## config.mk

```make
export PLATFORM = sky130hd
export DESIGN_NAME = arb_stream_mux
export DESIGN_NICKNAME = d
export VERILOG_FILES = /design/src/rtl/arb_stream_mux.sv
export SDC_FILE = /design/constraint.sdc
export NUM_CORES = 1
export LEC_CHECK = 0
export CORE_MARGIN = 1
export CORE_UTILIZATION = 30
export CTS_BUF_LIST = sky130_fd_sc_hd__clkbuf_16
export DETAILED_ROUTE_END_ITERATION = 12
export PLACE_DENSITY = 0.79
export SLEW_MARGIN = 20
export SYNTH_ARGS = -nofsm -noshare
export SYNTH_HDL_FRONTEND = slang
export SYNTH_SLANG_ARGS = --single-unit
```

## constraint.sdc

```tcl
create_clock -name clk -period 1.8 [get_ports clk]
set_input_delay 0.36 -clock clk [delete_from_list [all_inputs] [get_ports clk]]
set_output_delay 0.36 -clock clk [all_outputs]
set_load 0.01 [all_outputs]
```

## src/rtl/arb_stream_mux.sv

```systemverilog
// rtl/arb_stream_mux.sv - NUM_CH-to-1 stream mux with registered output; define ARB_STREAM_MUX_RR_EN for round-robin, else fixed priority
module arb_stream_mux #(
    parameter int BUS_WIDTH = 8,
    parameter int NUM_CH    = 4,
    parameter int SEL_W     = 2
) (
    input  logic                        clk,
    input  logic                        rst_n,
    input  logic [NUM_CH*BUS_WIDTH-1:0] in_data,
    input  logic [NUM_CH-1:0]           in_valid,
    output logic [NUM_CH-1:0]           in_ready,
    input  logic                        mode,
    input  logic [SEL_W-1:0]            sel,
    output logic [BUS_WIDTH-1:0]        out_data,
    output logic [SEL_W-1:0]            out_ch,
    output logic                        out_valid,
    input  logic                        out_ready
);

    logic                 load_en;
    logic                 accept;
    logic [NUM_CH-1:0]    grant;
    logic [SEL_W-1:0]     grant_idx;
    logic [BUS_WIDTH-1:0] grant_data;
    int                   best;
`ifdef ARB_STREAM_MUX_RR_EN
    logic [SEL_W-1:0]     rr_ptr;
    int                   best_dist;
    int                   dist;
`endif

    always_comb begin
        grant      = '0;
        grant_idx  = '0;
        grant_data = '0;
        best       = -1;
`ifdef ARB_STREAM_MUX_RR_EN
        best_dist  = NUM_CH;
        dist       = 0;
`endif
        if (mode) begin
            // Out-of-range sel never matches any channel, so it yields no grant.
            for (int j = 0; j < NUM_CH; j++) begin
                if (SEL_W'(j) == sel && in_valid[j]) best = j;
            end
        end else begin
`ifdef ARB_STREAM_MUX_RR_EN
            // Winner is the valid channel at the smallest upward distance from rr_ptr.
            for (int j = 0; j < NUM_CH; j++) begin
                dist = (j + NUM_CH - int'(rr_ptr)) % NUM_CH;
                if (in_valid[j] && dist < best_dist) begin
                    best_dist = dist;
                    best      = j;
                end
            end
`else
            for (int j = NUM_CH - 1; j >= 0; j--) begin
                if (in_valid[j]) best = j;
            end
`endif
        end
        for (int j = 0; j < NUM_CH; j++) begin
            if (j == best) begin
                grant[j]   = 1'b1;
                grant_idx  = SEL_W'(j);
                grant_data = in_data[j*BUS_WIDTH +: BUS_WIDTH];
            end
        end
    end

    assign load_en  = !out_valid || out_ready;
    assign in_ready = (rst_n && load_en) ? grant : '0;
    assign accept   = |in_ready;

    always_ff @(posedge clk or negedge rst_n) begin
        if (!rst_n) begin
            out_valid <= 1'b0;
            out_data  <= '0;
            out_ch    <= '0;
        end else if (load_en) begin
            out_valid <= accept;
            if (accept) begin
                out_data <= grant_data;
                out_ch   <= grant_idx;
            end
        end
    end

`ifdef ARB_STREAM_MUX_RR_EN
    always_ff @(posedge clk or negedge rst_n) begin
        if (!rst_n) begin
            rr_ptr <= '0;
        end else if (accept && !mode) begin
            rr_ptr <= SEL_W'((int'(grant_idx) + 1) % NUM_CH);
        end
    end
`endif

endmodule

```

==> impl_metrics.yaml <==
outcome:
  status: "complete, but fails checks"
  violations: "negative setup slack"
logic_synthesis:
  yosysMostFrequentCell: "nand2_1"
  ys_ff_latch: 11
  syn-num-nets: 147
  synth_warnings: 0
  async_flop_share_pct: 100
  synth_seq_area_share_pct: 31.0
  netlist-cell-type-count: 34
  synth.avg_cell_area_um2: 8.45
  postSynthCellCount: 105
  synth_edf_count: 0
  yosysTopAreaCell: "dfrtp_1"
  netlist.area_leader.share_pct: 31.0
  syn-cell-area_um2: 887
  synth_ff_type: "dfrtp_1"
  synth_common_cells: "nand2_1 (14), dfrtp_1 (11), a21oi_1 (8), o22ai_1 (8), o21bai_1 (7)"
  synth_area_leaders: "dfrtp_1 (31%), o31ai_2 (8.5%), nand2_1 (5.9%)"
clock_tree:
  cts_sinks: 11
  path_clk_slew_ns: 0.04
  clk_latency_ns: 0.23
  cts_buffers: 3
  ctsHtreeMaxLevel: 1
  cts_tree: "done"
  root_buffer: "clkbuf_16"
  clock_path_buffers: 2
  ctsHoldBuffers: 0
timing:
  post-route-min-period_ns: 1.86
  rsz0062_at_grt: "true"
  max_slew_margin_pct: 80.1
  max_freq_mhz: 537
  hold_viol: 0
  period_share_pct: 104
  setup_slack_ns: -0.0632
  setup_violations: 2
  slew_viol_final: 0
  clock_skew_ns: 0.000255
  worst_pin_slew_ns: 0.298
  tns_ns: -0.0762
power:
  power.share.sequential_pct: 27.1
  leakage_uw: 0.000722
  pwr-share-comb_pct: 41.0
  clockPowerShare_pct: 32.0
  switching_power_uw: 345
  ir_drop_uv: 561
  p_int_uw: 892
  power.density_mw_per_mm2: 731
  netSwitchingFraction_pct: 27.9
place:
  dp_hpwl_mm: 2.29
  placedCellCount: 201
  io_buffers: 56
  place_ws_ns: -0.901
  gp_congestion: 0.907
drt:
  via_per_inst: 5.12
  wl_per_cell_um: 13.9
  antenna_left: 0
  via_count: 1049
  drtIter0Drc: 25
  finalWirelength_mm: 2.84
  drc_errors: 0
  first_pass_iters: 4
critical_path:
  path_class: "in2out"
  critPathMaxStageDelay_ns: 0.41
  start_kind: "input port"
  cp_cell_sequence: "buf_8 > mux4_2 > nor2b_2 > or3_4 > nor3_4 > buf_2"
  arrival_ns: 1.50
  critPathRequiredTime_ns: 1.44
  path_max_fanout: 4
  cpMaxStageDelayCell: "or3_4"
  endpoint_kind: "output port"
cells_and_area:
  area_growth_syn_to_layout_pct: 90.8
  fill_cells: 250
  register_area_um2: 275
  multiInputGateArea_um2: 637
  antenna_cells: 0
  nNetsFinal: 217
  final_layout_size_suffix_gt1_share_pct: 30.5
  stdcell_count: 205
  fin_util_pct: 60.9
die:
  fp-row-count: 19
  pin_count: 57
  dieArea_mm2: 0.00318
  dieHeight_um: 56.4
  coreArea_mm2: 0.00278
  initial_core_util_pct: 31.9
  die_w_um: 56.4
global_routing:
  grt_pass1_vias: 1147
  antenna_found_initial: 0
  grtUsageTotal_pct: 18.9
  grt_first_pass_wirelength_mm: 4.73
  overflow: 0
  grt_max_degree: 17
hold_path:
  hold_class: "in2async"
run:
  cap_violations: 0
-- layout make-up --
| cell class | count | area share (%) |
|---|---|---|
| flip-flops and latches | 11 | 16.3 |
| multi-input cells | 85 | 37.6 |
| inverters | 2 | 0.443 |
| well taps | 31 | 2.29 |
| repair buffers | 72 | 38.7 |
| clock buffers | 3 | 4.43 |
| clock inverters | 1 | 0.222 |
-- placed cells by master (no fill, tap or decap), drive strengths merged --
| cell type | count |
|---|---|
| or2 | 8 |
| a22oi | 1 |
| a21boi | 1 |
| clkdlybuf4s50 | 43 |
| or3 | 2 |
| nor2b | 2 |
| clkbuf | 4 |
| a21o | 1 |
| a21oi | 9 |
| nand2 | 14 |
| o22ai | 8 |
| nor2 | 3 |
| o21bai | 7 |
| mux4 | 1 |
| inv | 3 |
| o31ai | 9 |
| a211oi | 1 |
| dfrtp | 11 |
| a31oi | 1 |
| nand2b | 4 |
| nor3b | 1 |
| mux2i | 2 |
| o21ai | 2 |
| o22a | 2 |
| nand3 | 1 |
| nor3 | 4 |
| buf | 26 |
| and2 | 1 |
| dlygate4sd2 | 2 |
-- cells by family after synthesis --
family	synth area share [%]
compound gates	35.3
buf+inv	5.50
flops	31.0
mux	4.80
simple gates	23.4
-- worst paths after layout --
check	from	to	slack, ns	cells after the start
max	sel[1]	in_ready[2]	-0.06	6
min reg2reg	out_ch[0]	out_ch[0]	0.47	2
max in group asynchronous	rst_n	out_data[1]	1.42	2
min	rst_n	out_ch[0]	0.22	2
max reg2reg	out_valid	out_data[1]	0.26	5
min in group clk	out_ch[0]	out_ch[0]	0.47	2
-- worst max-delay path: cells and delay by family --
family,cells,cell delay [ns]
and+or+nand+nor,3,0.57
muxes,1,0.32
buffers and inverters,2,0.25
-- sequential cells by signal (all words and copies together) (netlist names) --
signal,flops
out_valid,1
out_data,8
out_ch,2
-- repair_timing --
| action | in CTS | in global routing |
|---|---|---|
| buffers inserted | 1 | 0 |
| pin swaps | 6 | 4 |
| endpoints found under the setup margin | 15 | 4 |
| gates resized for setup | 53 | 9 |
-- per-layer routing --
metal,vias up,global-route usage (%),share of wire [%]
li1,523,-,-
met1,483,21.1,40
met2,39,33.8,52
met3,4,3.92,5.8
met4,0,9.06,1.5
met5,-,0,0
-- power groups by stage --
stage | Clock (uW) | Sequential (uW) | Combinational, uW
floorplan | 0 | 363 | 202
global placement | 0 | 334 | 492
detailed placement | 0 | 338 | 503
CTS | 400 | 337 | 510
global route | 411 | 344 | 548
finish | 395 | 335 | 507
-- through the flow --
stage                     total power (uW)  area [um^2]  hold slack, ns
after floorplan                        564          938          0.0644
after global routing                  1300         1690           0.243
after CTS                             1250         1690           0.224
after detailed placement               841         1600           0.471
final                                 1240         1690           0.220
after global placement                 826         1600           0.459
No activity file was read; power rests on OpenSTA's default activity.
